`src/rtl/mem_access_unit.sv`:
```
// MEM-stage load/store initiator. Turns byte/halfword/word requests into word-wide memory
// transactions: sub-word loads are extracted and extended combinationally, sub-word stores
// run a two-cycle read-modify-write that stalls the pipeline for one cycle.
// Optional feature: define MEM_ALIGN_CHECK_EN to flag misaligned and reserved-size accesses
// on AddrErrM; otherwise AddrErrM is tied low and size 11 behaves as a word access.
module mem_access_unit (
    input  logic        CLK,
    input  logic        RST,
    input  logic        MemReadM,
    input  logic        MemWriteM,
    input  logic [1:0]  SizeM,
    input  logic        UnsignedM,
    input  logic [31:0] ALUOutM,
    input  logic [31:0] WriteDataM,
    output logic [31:0] ReadDataM,
    output logic        StallM,
    output logic        AddrErrM,
    output logic [31:0] MemA,
    output logic [31:0] MemWD,
    output logic        MemWE,
    input  logic [31:0] MemRD
);

    typedef enum logic [0:0] {StIdle, StRmwWr} state_e;

    state_e      state_q, state_d;
    logic [31:0] merge_q, merge_d;
    logic [29:0] addr_q;      // word address of the pending read-modify-write
    logic        start_rmw;
    logic        addr_err;
    logic [31:0] load_ext;

    // Alignment / reserved-size detection, only meaningful for a live request in IDLE.
`ifdef MEM_ALIGN_CHECK_EN
    logic misalign;
    always_comb begin
        misalign = ((SizeM == 2'b01) && ALUOutM[0])
                || ((SizeM == 2'b10) && (ALUOutM[1:0] != 2'b00))
                || (SizeM == 2'b11);
        addr_err = (MemReadM || MemWriteM) && misalign && (state_q == StIdle) && !RST;
    end
`else
    always_comb begin
        addr_err = 1'b0;
    end
`endif

    assign AddrErrM = addr_err;

    // Lane extraction with sign/zero extension, plus the merged word for sub-word stores.
    always_comb begin
        logic [7:0]  rd_byte;
        logic [15:0] rd_half;
        rd_byte = MemRD[{ALUOutM[1:0], 3'b000} +: 8];
        rd_half = MemRD[{ALUOutM[1], 4'b0000} +: 16];
        unique case (SizeM)
            2'b00:   load_ext = UnsignedM ? {24'h0, rd_byte} : {{24{rd_byte[7]}}, rd_byte};
            2'b01:   load_ext = UnsignedM ? {16'h0, rd_half} : {{16{rd_half[15]}}, rd_half};
            default: load_ext = MemRD;
        endcase

        merge_d = MemRD;
        if (SizeM == 2'b00) begin
            merge_d[{ALUOutM[1:0], 3'b000} +: 8] = WriteDataM[7:0];
        end else begin
            merge_d[{ALUOutM[1], 4'b0000} +: 16] = WriteDataM[15:0];
        end
    end

    // Output decode and next-state selection.
    always_comb begin
        ReadDataM = 32'h0;
        StallM    = 1'b0;
        MemWE     = 1'b0;
        MemWD     = 32'h0;
        MemA      = {ALUOutM[31:2], 2'b00};
        state_d   = state_q;
        start_rmw = 1'b0;
        if (state_q == StRmwWr) begin
            // Second half of the RMW; a reset this cycle cancels the write.
            MemA    = {addr_q, 2'b00};
            MemWD   = merge_q;
            MemWE   = !RST;
            state_d = StIdle;
        end else if (!RST && !addr_err) begin
            if (MemWriteM) begin
                if (SizeM[1]) begin
                    MemWD = WriteDataM;
                    MemWE = 1'b1;
                end else begin
                    StallM    = 1'b1;
                    state_d   = StRmwWr;
                    start_rmw = 1'b1;
                end
            end else if (MemReadM) begin
                ReadDataM = load_ext;
            end
        end
    end

    // State, merge buffer and latched address.
    always_ff @(posedge CLK) begin
        if (RST) begin
            state_q <= StIdle;
            merge_q <= 32'h0;
            addr_q  <= 30'h0;
        end else begin
            state_q <= state_d;
            if (start_rmw) begin
                merge_q <= merge_d;
                addr_q  <= ALUOutM[31:2];
            end
        end
    end

endmodule

```
`config.mk`:
```
export PLATFORM = sky130hd
export DESIGN_NAME = mem_access_unit
export DESIGN_NICKNAME = d
export VERILOG_FILES = /design/src/rtl/mem_access_unit.sv
export SDC_FILE = /design/constraint.sdc
export NUM_CORES = 1
export LEC_CHECK = 0
export CORE_MARGIN = 10
export CORE_UTILIZATION = 46
export DETAILED_ROUTE_END_ITERATION = 10
export HOLD_SLACK_MARGIN = 0.08
export MAX_ROUTING_LAYER = met4
export PLACE_DENSITY_LB_ADDON = 0.05
export SYNTH_ARGS = -nofsm -noshare
export SYNTH_HDL_FRONTEND = slang
export SYNTH_SLANG_ARGS = --single-unit
```
`constraint.sdc`:
```
create_clock -name CLK -period 6 [get_ports CLK]
set_input_delay 1.5 -clock CLK [delete_from_list [all_inputs] [get_ports CLK]]
set_output_delay 1.5 -clock CLK [all_outputs]
set_load 0.01 [all_outputs]
```
After elaboration in Yosys (flattened, before gate mapping):

Cells that the tools add are included.
W data, S select, Z words.

* $add $sub $neg: 2
* equality and inequality tests: 1
* shifts and indexed selects: 6
* mux-type cells: 23
* reduce and logical (&&, ||, !) cells: 3

Operator list (number)
* $mux W32: 12
* $bwmux W32: 2
* $pmux W32 S2: 1
* $shift A16 B7 Y32 const A: 1
* $shift A8 B7 Y32 const A: 1
* $shiftx A16 B7 Y32: 1
* $shiftx A32 B6 Y16: 1
* $shiftx A32 B6 Y8: 1
* $shiftx A8 B7 Y32: 1
* $neg A5 Y7: 2
* $mux W1: 8
* $eq A2 B1 Y1 const B: 1
* $logic_not A2 Y1: 1
* $reduce_or A2 Y1: 1
* $logic_not A1 Y1: 1

* bits in registers: 63
* output and inout bits: 99
* logic and storage cells: 38

Longest topological paths before layout:

Gate-level depths: netlist (run 1).

* depth after elaboration: 7
* mapped depth: 8

Least setup slack after synthesis (run 1):

OpenSTA, ideal clock, no wires.

* path kind: input -> output
* from: input port SizeM[1]
* to: output port ReadDataM[15]
* arrival time: 2.736 ns
* required time: 4.500 ns
* setup slack: 1.764 ns
* stages: 5
* path through: buf_2 nor3b_4 a22o_2 a21oi_2 a221oi_1

* cells in the longest elaborated chain, start to end: 6

Ends and longest elaborated chain
* start, declared: RTL line 11 `input logic [1:0] SizeM,`
* $eq A2 B1 Y1 / $logic_not A2 Y1 (equally long branches): RTL line 56 `unique case (SizeM)`
* $pmux W32 S2 (*): RTL line 56
* $mux W32 (*): RTL line 95 `end else if (MemReadM) begin`
* $mux W32 (*): RTL line 86 `if (MemWriteM) begin`
* $mux W32 (*): RTL line 85 `end else if (!RST && !addr_err) begin`
* $mux W32 (*): RTL line 79 `if (state_q == StRmwWr) begin`
* end, declared: RTL line 15 `output logic [31:0] ReadDataM,`

Every way passes the cells marked *; elsewhere a longest branch is shown, timed or not.

Worst setup path in the final report (run 1):

* from: input port SizeM[0]
* to: output port ReadDataM[14]

The elaborated chain is that of the path after synthesis.

==> run summary, run 1 <==
The run finished with clean final reports. Dividing total power by cell area gives a power density of 180 nW/um^2. By count the netlist is led by 142 x sky130_fd_sc_hd__nand2_1, 63 x sky130_fd_sc_hd__dfxtp_1, 62 x sky130_fd_sc_hd__o21ai_0. The relative slew slack came out at 30.6%. The number of antenna violations at the first check in global routing came out at 0.

The clock passes through at most 2 buffers. The count of input and output buffers is 198. The post-detailed-routing wire length came out at 18100 um. Once routing completed, OpenROAD measured the worst setup slack at 0.494 ns.

After synthesis, the mean cell area works out to 7.69 sq um. The tightest min-delay check is of the flop to flop type. The die span in x came out at 118 um. The number of DRC markers in iteration 0 came out at 695.

The most numerous cell in the Yosys netlist is sky130_fd_sc_hd__nand2_1. For this run, the number of Yosys warnings is 0. The fraction of post-synthesis cell area in the top cell type by area came out at 28.5%.

The floorplan step set the die height to 118 um. The post-placement setup slack came out at 0.583 ns. Hold repair after CTS inserted 0 buffers. The total number of H-tree levels came out at 3. The post-route fraction of the period consumed by the critical path came out at 91.8%. In this run, synthesis produced a sequential element count of 63. The number of detailed-routing iterations run before antenna repair is 6. Of all nets on the critical path, the largest fanout is 14. The global-route usage over all layers came out at 25.2%. The final-report max-slew violation count is 0. The post-CTS repair timing setup buffer count is 0. The number of gates resized after CTS was 0. Setup repair after global routing left no endpoint under its margin. The total number of clock tree sinks is 63.

In the synthesized netlist the dominant register cell turns out to be sky130_fd_sc_hd__dfxtp_1. The total CTS buffers came out at 9. The largest net degree at the start of global routing came out at 66. The biggest area contributor in the post-synthesis netlist is sky130_fd_sc_hd__dfxtp_1. The average wire length per cell after detail routing is 20.5 um. The routability congestion estimate from global placement came out at 0.958. The analysis attributes to cell leakage a power of 2.50 nW. The cell count after placement came out at 864. The via-per-instance ratio is 5.99.

The endpoint class of the critical path is an output pin. The maximum clock frequency is 182 MHz. In this run the remaining antenna-violating nets after routing total 0. The number of max-capacitance violations reported is 0. The required time of the worst setup path came out at 4.50 ns.

The count of final hold-check violations came to 0. For this run the aggregate overflow at the end of global routing stands at 0. The core region is 9330 sq um.

The first-pass GRT wire length came out at 28200 um. The number of global-route vias before repair is 5058. Final hold analysis gives a worst-case slack of 0.458 ns. The full die area is 14000 sq um.

For this block, the via count after detailed routing is 5270. The count of inserted antenna diode cells is 0. The layout overhead on the synthesized area is 49.9%. The final sum of negative setup slack came out at 0 ns. The slew at the pin closest to its max-slew limit is 1.03 ns. The total number of placement rows is 35.

The worst setup path is launched from a primary input. Synthesis handed over a netlist of 576 instances. The final non-filler cell total is 880.

The register clock-pin slew on the reported worst setup and hold paths is 0.08 ns. Yosys mapped a number of flops with a built-in enable equal to 0. After synthesis, the cell types taking the most area are sky130_fd_sc_hd__dfxtp_1 28%, sky130_fd_sc_hd__mux2_2 15%, sky130_fd_sc_hd__nand2_1 12%. The clock latency of the later-clocked register in the worst-skew pair came out at 0.34 ns.

The number of fillers in the final layout came out at 785. The sequential-to-total area share from yosys stat is 28.5%. The minimum clock period came out at 5.51 ns. At the worst endpoint, the arrival time is 4.01 ns. The total DRC errors in the routed layout came out at 0. The number of placed I/O pins came out at 202.

TritonCTS built the clock tree. The post-synthesis instance area came out at 4430 sq um. The clock arrives with 0.00519 ns of skew. The fraction of layout instances using a drive strength above 1 came out at 13.0%. The initial utilization of the core area, before any placement, comes to 47.5%. The maximum resistive drop on vdd came out at 0.135 mV. After synthesis, the netlist uses 40 different library cells. The async set-reset flop share out of synthesis came out at 0%. CTS placed an instance of sky130_fd_sc_hd__clkbuf_8 at the clock tree root. The count of final setup violators is 0. The number of nets at the end of the flow is 854. The worst setup path is of the primary input to output pin kind. The half-perimeter wire length after placement came out at 13100 um.
## layer usage
metal / wire length, um / global-route usage (%)
met5: 0 / -
met4: 238 / 6.41
met3: 1890 / 5.18
met2: 8330 / 38.9
met1: 7600 / 32.7
## final timing paths
| kind | to | slack (ns) | cells after the start | start |
|---|---|---|---|---|
| setup reg to reg | merge_q[13] | 3.99 | 6 | state_q |
| setup / recovery | ReadDataM[14] | 0.49 | 6 | SizeM[0] |
| hold / removal | addr_q[1] | 0.46 | 2 | addr_q[1] |
| hold reg to reg | addr_q[1] | 0.46 | 2 | addr_q[1] |
## worst max-delay path, cell delays in order
cell                              delay [ns]
sky130_fd_sc_hd__clkdlybuf4s50_1        0.73
sky130_fd_sc_hd__nor3b_4                0.33
sky130_fd_sc_hd__a22o_2                 0.24
sky130_fd_sc_hd__a21oi_2                0.15
sky130_fd_sc_hd__a221oi_1               0.42
sky130_fd_sc_hd__clkdlybuf4s50_1        0.64
## layout make-up
| class | instances | area, sq um | area share, % |
|---|---|---|---|
| Multi-Input combinational cell | 442 | 2850 | 42.9 |
| Timing Repair Buffer | 210 | 2080 | 31.3 |
| Sequential cell | 63 | 1260 | 19.0 |
| Tap cell | 129 | 161 | 2.43 |
| Clock buffer | 10 | 128 | 1.92 |
| Clock inverter | 6 | 83.8 | 1.26 |
| Inverter | 20 | 75.1 | 1.13 |
## power breakdown
part / internal (mW) / switching [mW] / total [mW]
Combinational: 0.173 / 0.159 / 0.332
Sequential: 0.438 / 0.0123 / 0.450
Clock: 0.234 / 0.180 / 0.414
## layout by cell type, fill, tap and decap left out, drive strengths merged
master         instances
nor2b                  1
nand3b                 2
nor3                   4
nor4                   1
a221oi                38
o221ai                 1
or2                    1
nor3b                  2
o2111ai                1
clkinv                 4
o31ai                  1
nor2                  19
bufinv                 2
mux2                  60
a32o                   3
mux2i                  3
buf                   13
clkbuf                10
a221o                  1
clkdlybuf4s50        197
and3                   2
conb                   3
a21oi                 44
inv                   20
a22o                  33
dfxtp                 63
o21ai                 66
ha                     5
a222oi                 7
nand2                142
a21o                   1
o2bb2ai                1
## flip-flops by register name, summed over array words and instances, names as in the netlist
name,flops
merge_q,32
state_q,1
addr_q,30
## logic make-up after synthesis
group / share of synthesized area [%]
buffers and inverters: 7.46
and+or+nand+nor: 16.1
muxes: 16.0
DFF: 28.5
other: 0.0847
adders and majority gates: 1.41
AOI/OAI and AO/OA: 30.4
## stage by stage
step | util [%] | total power, mW | cell area [sq um]
finish | 71.2 | 1.20 | 6640
global route | 71.2 | 1.25 | 6640
CTS | 71.2 | 1.20 | 6640
detailed placement | 68.9 | 0.786 | 6430
global placement | 68.9 | 0.779 | 6430
floorplan | - | 0.610 | 4440
(Power assumes the default switching activity.)
==> inputs of run 2 (changes only) <==
--- a/config.mk
+++ b/config.mk
@@ -11,6 +11,7 @@
 export HOLD_SLACK_MARGIN = 0.08
 export MAX_ROUTING_LAYER = met4
 export PLACE_DENSITY_LB_ADDON = 0.05
+export SKIP_CTS_REPAIR_TIMING = 1
 export SYNTH_ARGS = -nofsm -noshare
 export SYNTH_HDL_FRONTEND = slang
 export SYNTH_SLANG_ARGS = --single-unit
==> results of run 2 <==
Final layout, timing and power as in run 1 (identical DEF).
